## src/rtl/cache_line_fill_controller_if.sv

```systemverilog
// Signal bundle between the line fill controller and its neighbours: CPU-side
// miss logic, cache data/tag arrays, replacement algorithm and the shared bus.
interface cache_line_fill_controller_if #(
   parameter int COUNTER_WIDTH = 3,
   parameter int TAG_WIDTH     = 8,
   parameter int OFFSET_WIDTH  = 2,
   parameter int DATA_WIDTH    = 16
);
   logic                              missRequest;
   logic [TAG_WIDTH-1:0]              missTag;
   logic [COUNTER_WIDTH-1:0]          replacementCacheLine;
   logic                              lineValid;
   logic                              lineDirty;
   logic [TAG_WIDTH-1:0]              lineTag;
   logic [DATA_WIDTH-1:0]             cacheReadData;
   logic [COUNTER_WIDTH-1:0]          cacheLineIndex;
   logic [OFFSET_WIDTH-1:0]           cacheWordOffset;
   logic                              cacheWriteEnable;
   logic [DATA_WIDTH-1:0]             cacheWriteData;
   logic                              tagWriteEnable;
   logic                              busRequest;
   logic                              busGrant;
   logic                              busRead;
   logic                              busWrite;
   logic [TAG_WIDTH+OFFSET_WIDTH-1:0] busAddress;
   logic [DATA_WIDTH-1:0]             busDataOut;
   logic [DATA_WIDTH-1:0]             busDataIn;
   logic                              busAck;
   logic                              accessEnable;
   logic [COUNTER_WIDTH-1:0]          lastAccessedCacheLine;
   logic                              missDone;

   // Controller side
   modport master (
      input  missRequest, missTag, replacementCacheLine,
             lineValid, lineDirty, lineTag, cacheReadData,
             busGrant, busDataIn, busAck,
      output cacheLineIndex, cacheWordOffset, cacheWriteEnable, cacheWriteData,
             tagWriteEnable, busRequest, busRead, busWrite, busAddress,
             busDataOut, accessEnable, lastAccessedCacheLine, missDone
   );

   // Environment side
   modport slave (
      output missRequest, missTag, replacementCacheLine,
             lineValid, lineDirty, lineTag, cacheReadData,
             busGrant, busDataIn, busAck,
      input  cacheLineIndex, cacheWordOffset, cacheWriteEnable, cacheWriteData,
             tagWriteEnable, busRequest, busRead, busWrite, busAddress,
             busDataOut, accessEnable, lastAccessedCacheLine, missDone
   );
endinterface

```

## src/rtl/cache_line_fill_controller.sv

```systemverilog
// Services one cache miss: optional dirty-victim writeback over the shared bus,
// block fetch into the victim line, tag update and replacement notification.
module cache_line_fill_controller #(
   parameter int NUMBER_OF_CACHE_LINES = 8,
   parameter int COUNTER_WIDTH         = (NUMBER_OF_CACHE_LINES > 1) ? $clog2(NUMBER_OF_CACHE_LINES) : 1,
   parameter int TAG_WIDTH             = 8,
   parameter int OFFSET_WIDTH          = 2,
   parameter int DATA_WIDTH            = 16
) (
   input  logic                          clock,
   input  logic                          reset,
   cache_line_fill_controller_if.master  bus
);

   typedef enum logic [2:0] {
      S_IDLE,
      S_VICTIM,
      S_ARBITRATE,
      S_WRITEBACK,
      S_FETCH,
      S_UPDATE,
      S_DONE
   } t_state;

   t_state                   r_state;
   logic [OFFSET_WIDTH-1:0]  r_count;
   logic [COUNTER_WIDTH-1:0] r_line;
   logic                     r_victimValid;
   logic                     r_victimDirty;
   logic [TAG_WIDTH-1:0]     r_victimTag;

   logic                     w_lastWord;
   logic                     w_needWriteback;

   assign w_lastWord      = (r_count == '1);
   assign w_needWriteback = r_victimValid && r_victimDirty;

   always_ff @(posedge clock or negedge reset) begin
      if (!reset) begin
         r_state       <= S_IDLE;
         r_count       <= '0;
         r_line        <= '0;
         r_victimValid <= 1'b0;
         r_victimDirty <= 1'b0;
         r_victimTag   <= '0;
      end else begin
         unique case (r_state)
            S_IDLE: begin
               if (bus.missRequest) begin
                  r_line  <= bus.replacementCacheLine;
                  r_state <= S_VICTIM;
               end
            end
            // Array lookup is addressed by r_line, so the victim's state is valid here
            S_VICTIM: begin
               r_victimValid <= bus.lineValid;
               r_victimDirty <= bus.lineDirty;
               r_victimTag   <= bus.lineTag;
               r_count       <= '0;
               r_state       <= S_ARBITRATE;
            end
            S_ARBITRATE: begin
               if (bus.busGrant) begin
                  r_state <= w_needWriteback ? S_WRITEBACK : S_FETCH;
               end
            end
            S_WRITEBACK: begin
               if (bus.busAck) begin
                  r_count <= r_count + OFFSET_WIDTH'(1);
                  if (w_lastWord) begin
                     r_state <= S_FETCH;
                  end
               end
            end
            S_FETCH: begin
               if (bus.busAck) begin
                  r_count <= r_count + OFFSET_WIDTH'(1);
                  if (w_lastWord) begin
                     r_state <= S_UPDATE;
                  end
               end
            end
            S_UPDATE: begin
               r_state <= S_DONE;
            end
            S_DONE: begin
               if (!bus.missRequest) begin
                  r_state <= S_IDLE;
               end
            end
            default: begin
               r_state <= S_IDLE;
            end
         endcase
      end
   end

   // Data paths are gated to their transfer state so idle outputs stay at zero
   always_comb begin
      bus.cacheLineIndex        = r_line;
      bus.lastAccessedCacheLine = r_line;
      bus.cacheWordOffset       = r_count;
      bus.cacheWriteEnable      = 1'b0;
      bus.cacheWriteData        = '0;
      bus.tagWriteEnable        = 1'b0;
      bus.busRequest            = 1'b0;
      bus.busRead               = 1'b0;
      bus.busWrite              = 1'b0;
      bus.busAddress            = '0;
      bus.busDataOut            = '0;
      bus.accessEnable          = 1'b0;
      bus.missDone              = 1'b0;
      unique case (r_state)
         S_ARBITRATE: begin
            bus.busRequest = 1'b1;
         end
         S_WRITEBACK: begin
            bus.busRequest = 1'b1;
            bus.busWrite   = 1'b1;
            bus.busAddress = {r_victimTag, r_count};
            bus.busDataOut = bus.cacheReadData;
         end
         S_FETCH: begin
            bus.busRequest       = 1'b1;
            bus.busRead          = 1'b1;
            bus.busAddress       = {bus.missTag, r_count};
            bus.cacheWriteEnable = bus.busAck;
            bus.cacheWriteData   = bus.busDataIn;
         end
         S_UPDATE: begin
            bus.tagWriteEnable = 1'b1;
            bus.accessEnable   = 1'b1;
         end
         S_DONE: begin
            bus.missDone = 1'b1;
         end
         default: begin
         end
      endcase
   end

endmodule

```

## src/flat_wrapper.sv

```systemverilog
// flat-port wrapper written by rule: the top's interface ports become plain ports
module cache_line_fill_controller_flat 
#(
   parameter int NUMBER_OF_CACHE_LINES = 8,
   parameter int COUNTER_WIDTH         = (NUMBER_OF_CACHE_LINES > 1) ? $clog2(NUMBER_OF_CACHE_LINES) : 1,
   parameter int TAG_WIDTH             = 8,
   parameter int OFFSET_WIDTH          = 2,
   parameter int DATA_WIDTH            = 16
)
  (clock, reset, bus_missRequest, bus_missTag, bus_replacementCacheLine, bus_lineValid, bus_lineDirty, bus_lineTag, bus_cacheReadData, bus_busGrant, bus_busDataIn, bus_busAck, bus_cacheLineIndex, bus_cacheWordOffset, bus_cacheWriteEnable, bus_cacheWriteData, bus_tagWriteEnable, bus_busRequest, bus_busRead, bus_busWrite, bus_busAddress, bus_busDataOut, bus_accessEnable, bus_lastAccessedCacheLine, bus_missDone);
  cache_line_fill_controller_if #(.COUNTER_WIDTH(COUNTER_WIDTH), .TAG_WIDTH(TAG_WIDTH), .OFFSET_WIDTH(OFFSET_WIDTH), .DATA_WIDTH(DATA_WIDTH)) bus_i ();
  input  logic clock;
  input  logic reset;
  input wire logic [$bits(bus_i.missRequest)-1:0] bus_missRequest;
  input wire logic [$bits(bus_i.missTag)-1:0] bus_missTag;
  input wire logic [$bits(bus_i.replacementCacheLine)-1:0] bus_replacementCacheLine;
  input wire logic [$bits(bus_i.lineValid)-1:0] bus_lineValid;
  input wire logic [$bits(bus_i.lineDirty)-1:0] bus_lineDirty;
  input wire logic [$bits(bus_i.lineTag)-1:0] bus_lineTag;
  input wire logic [$bits(bus_i.cacheReadData)-1:0] bus_cacheReadData;
  input wire logic [$bits(bus_i.busGrant)-1:0] bus_busGrant;
  input wire logic [$bits(bus_i.busDataIn)-1:0] bus_busDataIn;
  input wire logic [$bits(bus_i.busAck)-1:0] bus_busAck;
  output wire logic [$bits(bus_i.cacheLineIndex)-1:0] bus_cacheLineIndex;
  output wire logic [$bits(bus_i.cacheWordOffset)-1:0] bus_cacheWordOffset;
  output wire logic [$bits(bus_i.cacheWriteEnable)-1:0] bus_cacheWriteEnable;
  output wire logic [$bits(bus_i.cacheWriteData)-1:0] bus_cacheWriteData;
  output wire logic [$bits(bus_i.tagWriteEnable)-1:0] bus_tagWriteEnable;
  output wire logic [$bits(bus_i.busRequest)-1:0] bus_busRequest;
  output wire logic [$bits(bus_i.busRead)-1:0] bus_busRead;
  output wire logic [$bits(bus_i.busWrite)-1:0] bus_busWrite;
  output wire logic [$bits(bus_i.busAddress)-1:0] bus_busAddress;
  output wire logic [$bits(bus_i.busDataOut)-1:0] bus_busDataOut;
  output wire logic [$bits(bus_i.accessEnable)-1:0] bus_accessEnable;
  output wire logic [$bits(bus_i.lastAccessedCacheLine)-1:0] bus_lastAccessedCacheLine;
  output wire logic [$bits(bus_i.missDone)-1:0] bus_missDone;
  assign bus_i.missRequest = bus_missRequest;
  assign bus_i.missTag = bus_missTag;
  assign bus_i.replacementCacheLine = bus_replacementCacheLine;
  assign bus_i.lineValid = bus_lineValid;
  assign bus_i.lineDirty = bus_lineDirty;
  assign bus_i.lineTag = bus_lineTag;
  assign bus_i.cacheReadData = bus_cacheReadData;
  assign bus_i.busGrant = bus_busGrant;
  assign bus_i.busDataIn = bus_busDataIn;
  assign bus_i.busAck = bus_busAck;
  assign bus_cacheLineIndex = bus_i.cacheLineIndex;
  assign bus_cacheWordOffset = bus_i.cacheWordOffset;
  assign bus_cacheWriteEnable = bus_i.cacheWriteEnable;
  assign bus_cacheWriteData = bus_i.cacheWriteData;
  assign bus_tagWriteEnable = bus_i.tagWriteEnable;
  assign bus_busRequest = bus_i.busRequest;
  assign bus_busRead = bus_i.busRead;
  assign bus_busWrite = bus_i.busWrite;
  assign bus_busAddress = bus_i.busAddress;
  assign bus_busDataOut = bus_i.busDataOut;
  assign bus_accessEnable = bus_i.accessEnable;
  assign bus_lastAccessedCacheLine = bus_i.lastAccessedCacheLine;
  assign bus_missDone = bus_i.missDone;
  cache_line_fill_controller #(.NUMBER_OF_CACHE_LINES(NUMBER_OF_CACHE_LINES), .COUNTER_WIDTH(COUNTER_WIDTH), .TAG_WIDTH(TAG_WIDTH), .OFFSET_WIDTH(OFFSET_WIDTH), .DATA_WIDTH(DATA_WIDTH)) u_core (.clock(clock), .reset(reset), .bus(bus_i));
endmodule
```

## config.mk

```make
export PLATFORM = sky130hd
export DESIGN_NAME = cache_line_fill_controller_flat
export DESIGN_NICKNAME = d
export VERILOG_FILES = /design/src/rtl/cache_line_fill_controller_if.sv /design/src/rtl/cache_line_fill_controller.sv /design/src/flat_wrapper.sv
export SDC_FILE = /design/constraint.sdc
export NUM_CORES = 1
export LEC_CHECK = 0
export ABC_AREA = 1
export BUFFER_PORTS_ARGS = -buffer_cell sky130_fd_sc_hd__buf_2
export CORE_MARGIN = 2
export CORE_UTILIZATION = 38
export CTS_CLUSTER_SIZE = 30
export DETAILED_ROUTE_END_ITERATION = 8
export GPL_ROUTABILITY_DRIVEN = 1
export GPL_TIMING_DRIVEN = 1
export PLACE_DENSITY = 0.81
export SLEW_MARGIN = 20
export SYNTH_ARGS = -nofsm -noshare
export SYNTH_HDL_FRONTEND = slang
export SYNTH_SLANG_ARGS = --single-unit
```

## constraint.sdc

```tcl
create_clock -name clock -period 1.4 [get_ports clock]
set_input_delay 0.28 -clock clock [delete_from_list [all_inputs] [get_ports clock]]
set_output_delay 0.28 -clock clock [all_outputs]
set_load 0.02 [all_outputs]
```

==> flow_summary.toml, run 1 <==
[status]
outcome = "finished with violations"
violations = "negative setup slack"

[route]
num_vias = 1689
ant_nets = 0
remaining_drc_errors = 0
finalWirelength_um = 4596
drt-initial-drc-count = 72
routed_via_density = 4.553
wl_per_cell_um = 12.39
first_pass_iters = 4

[layout]
final_cell_mix = "73 x buf_2, 49 x nand2_1, 43 x inv_1"
nFillCells = 248
area_growth_pct = 86.74
multi_input_area_um2 = 779.5
seqCellArea_um2 = 451.7
drive_gt1_share_pct = 56.00
fin_cells = 371
layout_commonest_cell = "buf_2"
diodes = 0
nNetsFinal = 386
final_area_mm2 = 0.002414

[clock_tree]
clk_pin_slew_worst_paths_ns = 0.10
cts.sinks = 18
clock_latency_ns = 0.28
cts.htree.levels = 1
cts_tree = "yes"
clockBufferDepth = 2
cts-root-buf = "clkbuf_4"
cts-buffers-inserted = 3

[setup_path]
slowest_stage = "dfrtp_1"
critPathBufInv = 2
r2r_slack_ns = 0.02
worstSetupPathType = "reg2out"
cp_top_family = "flip-flops"
max_stage_delay_ns = 0.42
critPathArrivalTime_ns = 1.42
cp_max_fo = 11
cp_cell_sequence = "nor2_4, nand2_4, buf_12, nor2_2, buf_4"
cp-start-kind = "register"
critPathCaptureType = "output pin"
cp.required_ns = 1.12

[pwr]
power.density_mw_per_mm2 = 1806
p_leak_nw = 1.453
vdd_drop_max_v = 0.0008606

[logic_synthesis]
synth_nets = 259
ys.warnings.count = 0
synth.distinct_cells = 20
avgSynthCellArea_um2 = 6.462
synth_area_mm2 = 0.001292
synthCells = 200
yosysSeqAreaShare_pct = 34.85
ys_seq_elements = 18

[timing]
tightest_slew_ns = 0.3979
finalWorstSetupSlack_ns = -0.3021
hold_viol = 0
final.setup_skew_ns = 0.004878
period_needed_ns = 1.702
rsz0062_at_grt = "yes"
maxSlewHeadroom_pct = 73.47
min_period_over_period_pct = 121.6
drv_slew = 0
setup_viol_count_final = 49
max_freq_mhz = 587.5

[floorplanning]
die_w_um = 62.32
pin_count = 115
die_h_um = 62.32
core_area_mm2 = 0.003311
rows = 21
die_area_mm2 = 0.003884
start_util_pct = 39.04

[global_route]
overflow = 0
grt_use_met3_pct = 5.254
grtUsageTotal_pct = 22.19
grt_pass1_wl_um = 7017
globalRouteMet1Util_pct = 22.16
antenna_found_initial = 0
grt_max_degree = 19
grt_pass1_vias = 1598
grt-busiest-layer = "met2"
use_met2_pct = 41.85

[placed_design]
place_area_mm2 = 0.002002
port_buffers = 114
dp_hpwl_um = 3134
dp.cells = 363
gp_congestion = 0.8539

[job]
cap_violations = 0

[hold_path]
worstHoldPathType = "in2reg"
==> per-stage QoR <==
step           power (W)  hold slack [ns]  setup TNS (ns)  utilization, %  setup slack (ns)
3_3_place_gp    0.003432           0.2254         -0.1077           60.47          -0.06212
6_report        0.004359           0.1871          -11.62           72.90           -0.3021
4_1_cts         0.004063           0.1818          -10.73           67.91           -0.2729
5_1_grt         0.004716           0.1863          -15.54           72.90           -0.3762
3_5_place_dp    0.003487           0.2269         -0.1294           60.47          -0.07682
2_1_floorplan   0.002675         -0.01559          -1.320               -          -0.05967
==> cell usage after synthesis <==
library cell | n | share of area, %
a21oi_2 | 1 | 0.68
nand3_1 | 5 | 1.9
a22o_1 | 8 | 5.4
nor2_1 | 36 | 10
buf_2 | 1 | 0.39
nand3b_1 | 1 | 0.58
nand3_4 | 1 | 1.4
nand2_2 | 3 | 1.5
dfrtp_1 | 18 | 35
nand2_1 | 55 | 16
inv_1 | 44 | 13
nand3_2 | 1 | 0.77
inv_2 | 4 | 1.2
o21ai_0 | 6 | 2.3
nor2_2 | 3 | 1.5
inv_4 | 1 | 0.48
ha_1 | 1 | 0.97
buf_4 | 5 | 2.9
nand4_1 | 3 | 1.5
buf_6 | 3 | 2.6
==> worst reg2reg max path: cells and delay by family (launching register included) <==
family | cells | cell delay [ns]
buffers and inverters | 3 | 0.39
and+or+nand+nor | 4 | 0.52
DFF | 1 | 0.42
==> cell families after synthesis <==
logic type / after synthesis / share of synthesized area (%)
adder cells (fa/ha/maj): 1 / 0.9679
AO/OA/AOI/OAI: 15 / 8.423
AND/OR/NAND/NOR: 108 / 35.43
flip-flops: 18 / 34.85
buffers and inverters: 58 / 20.33
==> sequential cells by signal, indices dropped and copies added (netlist names) <==
| signal | flops |
|---|---|
| u_core.bus.cacheLineIndex | 3 |
| u_core.bus.cacheWordOffset | 2 |
| u_core.r_state | 3 |
| u_core.r_victimDirty | 1 |
| u_core.r_victimTag | 8 |
| u_core.r_victimValid | 1 |
==> final cells by class <==
type / instances / area share (%)
Timing Repair Buffer: 130 / 37.53
Multi-Input combinational cell: 124 / 32.30
Sequential cell: 18 / 18.71
Inverter: 49 / 7.932
Tap cell: 46 / 2.385
Clock buffer: 3 / 0.9331
Timing Repair inverter: 1 / 0.2074
==> power breakdown <==
| part | internal (W) | switching, W |
|---|---|---|
| Sequential | 0.000775 | 0.000188 |
| Clock | 0.0000997 | 0.000144 |
| Combinational | 0.00128 | 0.00187 |
| Total | 0.00215 | 0.00220 |
==> what timing repair did <==
item / CTS / global route
pin swaps: 2 / 2
gates cloned: 0 / 1
resized for setup: 66 / 42
setup buffers: 3 / 3
hold buffers: 1 / 0
hold endpoints to repair: 18 / 0
endpoints found under the setup margin: 49 / 67
==> routing by layer <==
| metal | vias to the layer above | part of all wire (%) |
|---|---|---|
| met1 | 738 | 35 |
| met2 | 93 | 53 |
| met4 | 0 | 3.7 |
| li1 | 842 | - |
| met3 | 16 | 8.9 |
| met5 | - | 0 |
==> final timing paths <==
path	endpoint	cells after the start	start
setup / recovery	bus_cacheWriteData[6]	5	u_core.r_state[0]
hold / removal	u_core.r_victimTag[7]	3	bus_lineTag[7]
setup reg to reg	u_core.r_state[0]	7	u_core.r_state[0]
hold reg to reg	u_core.r_victimTag[7]	2	u_core.r_victimTag[7]
max in group asynchronous	u_core.r_state[2]	2	reset
min in group asynchronous	u_core.r_victimTag[7]	2	reset
No activity file was read; power rests on OpenSTA's default activity.
==> run 2, diff against run 1 <==
--- a/config.mk
+++ b/config.mk
@@ -7,6 +7,7 @@
 export LEC_CHECK = 0
 export ABC_AREA = 1
 export BUFFER_PORTS_ARGS = -buffer_cell sky130_fd_sc_hd__buf_2
+export CORE_ASPECT_RATIO = 0.8
 export CORE_MARGIN = 2
 export CORE_UTILIZATION = 38
 export CTS_CLUSTER_SIZE = 30
==> run 2 against run 1 <==
Effect of this change:
- the flow still finishes with violations (negative setup slack)
- count of clock-buffer cells in the layout grew 1
- register-to-register slack got worse by 0.09 ns
- via count fell by 3.2%
- final cell count fell by 1.6%
- sequential cell count stayed put
- clock skew decreased by 0.0016 ns
- fmax up 1.8%
- first-iteration DRC count rose by 8.3%
- non-clock buffer count unchanged
- die area hardly changed
- combinational power hardly changed
- worst hold slack gained 0.034 ns
- critical path type unchanged
- critical endpoint is now bus_busAddress[9]
==> flow_summary.toml, run 2 (synthesis gave the netlist of run 1 again) <==
[status]
outcome = "finished with violations"
violations = "negative setup slack"

[placed_design]
pre_cts_ws_ns = -0.02276
gp_congestion = 0.8654
dp_hpwl_um = 3089
port_buffers = 114

[route]
top_layer_used = "met4"
finalWirelength_um = 4394
wl_per_cell_um = 12.04
drt-initial-drc-count = 78
num_vias = 1635
ant_nets = 0
wl_met2_um = 2305
m1WireLength_um = 1862
remaining_drc_errors = 0
first_pass_iters = 4
route.met3.wl_um = 206
routed_via_density = 4.479

[pwr]
p_leak_nw = 1.461
vdd_drop_max_v = 0.001389
power.density_mw_per_mm2 = 1894
total_power_w = 0.004527

[setup_path]
critPathArrivalTime_ns = 1.39
reg2reg_depth = 7
worstSetupPathType = "reg2out"
slowest_stage = "dfrtp_1"
cp_cell_sequence = "nor2_4, nand2_4, inv_6, a22o_1, buf_6"
cp-start-kind = "register"
cp.required_ns = 1.12
critPathBufInv = 2
max_stage_delay_ns = 0.43
critPathCaptureType = "output pin"
cp_top_family = "flip-flops"
worstSetupPathDepth = 5
cp_max_fo = 9

[timing]
final.setup_skew_ns = 0.003319
rsz0062_at_grt = "yes"
finalWorstSetupSlack_ns = -0.2717
tightest_slew_ns = 0.3895
maxSlewHeadroom_pct = 74.03
max_freq_mhz = 598.2
min_period_over_period_pct = 119.4
period_needed_ns = 1.672
setup_viol_count_final = 59
hold_viol = 0
drv_slew = 0
whs_ns = 0.2212
finalSetupTns_ns = -11.50

[clock_tree]
clockBufferDepth = 2
cts.htree.levels = 1
cts-root-buf = "clkbuf_8"
cts-buffers-inserted = 3
cts_tree = "yes"
cts.sinks = 18
clk_pin_slew_worst_paths_ns = 0.07
clock_latency_ns = 0.26

[layout]
layout_commonest_cell = "buf_2"
nFillCells = 230
diodes = 0
largest_register_ffs = 8
nNetsFinal = 385
drive_gt1_share_pct = 52.92
area_growth_pct = 84.90
final_cell_mix = "70 x buf_2, 55 x nand2_1, 43 x inv_1"
largest-register = "u_core.r_victimTag"

[floorplanning]
die_area_mm2 = 0.003887
start_util_pct = 40.70
pin_count = 115
die_w_um = 69.21
core_area_mm2 = 0.003176
rows = 18
die_h_um = 56.17

[global_route]
grt_pass1_wl_um = 6913
overflow = 0
grt_max_degree = 19
antenna_found_initial = 0
grtUsageTotal_pct = 21.30
grt_pass1_vias = 1546

[hold_path]
holdPathStages = 3
worstHoldPathType = "in2reg"

[job]
cap_violations = 0
-- run 2: area by class of cell --
| type | instances | area, um^2 | share of cell area [%] |
|---|---|---|---|
| timing repair buffer | 130 | 910.9 | 38.12 |
| clock buffer | 4 | 55.05 | 2.304 |
| inverter | 49 | 196.4 | 8.220 |
| multi-input combinational | 124 | 725.7 | 30.37 |
| sequential | 18 | 451.7 | 18.90 |
| tap | 40 | 50.05 | 2.094 |
-- run 2: worst paths after layout --
| path | to | slack (ns) | from |
|---|---|---|---|
| worst max-delay path | bus_busAddress[9] | -0.27 | u_core.r_state[1] |
| worst min-delay path | u_core.r_victimTag[2] | 0.22 | bus_lineTag[2] |
| worst max register to register | u_core.r_victimTag[3] | -0.07 | u_core.r_state[1] |
| worst min register to register | u_core.r_victimTag[2] | 0.48 | u_core.r_victimTag[2] |
| max in group asynchronous | u_core.r_state[2] | 0.63 | reset |
| min in group asynchronous | u_core.bus.cacheLineIndex[0] | 0.47 | reset |
-- run 2: worst min-delay path, cell delays in order --
cell and delay [ns]:
buf_2 0.07, nand2_1 0.04, nand2_1 0.05
-- run 2: where the power goes --
| group | switching [W] | leakage [nW] | internal, W |
|---|---|---|---|
| combinational | 0.00184 | 1.21 | 0.00129 |
| clock | 0.000178 | 0.0288 | 0.000250 |
| sequential | 0.000196 | 0.224 | 0.000776 |
| total | 0.00221 | 1.46 | 0.00231 |
-- run 2: through the flow --
step	cell area, um^2	utilization (%)	instances
2_1_floorplan	1348	-	200
3_3_place_gp	1979	62.33	355
3_5_place_dp	1979	62.33	355
4_1_cts	2281	71.83	363
5_1_grt	2390	75.26	365
6_report	2390	75.26	365
-- run 2: layer usage --
metal / vias to the layer above / track usage (%)
met2: 54 / 37.50
met4: 0 / 3.641
met5: - / 0
li1: 834 / -
met1: 745 / 26.98
met3: 2 / 4.891
-- run 2: what timing repair did --
action | CTS | global route
buffers inserted | 2 | 2
endpoints found under the hold margin | 18 | 0
cloned | 1 | 0
setup endpoints to repair | 59 | 63
hold buffers | 1 | 0
pin swaps | 2 | 0
resized for setup | 67 | 27
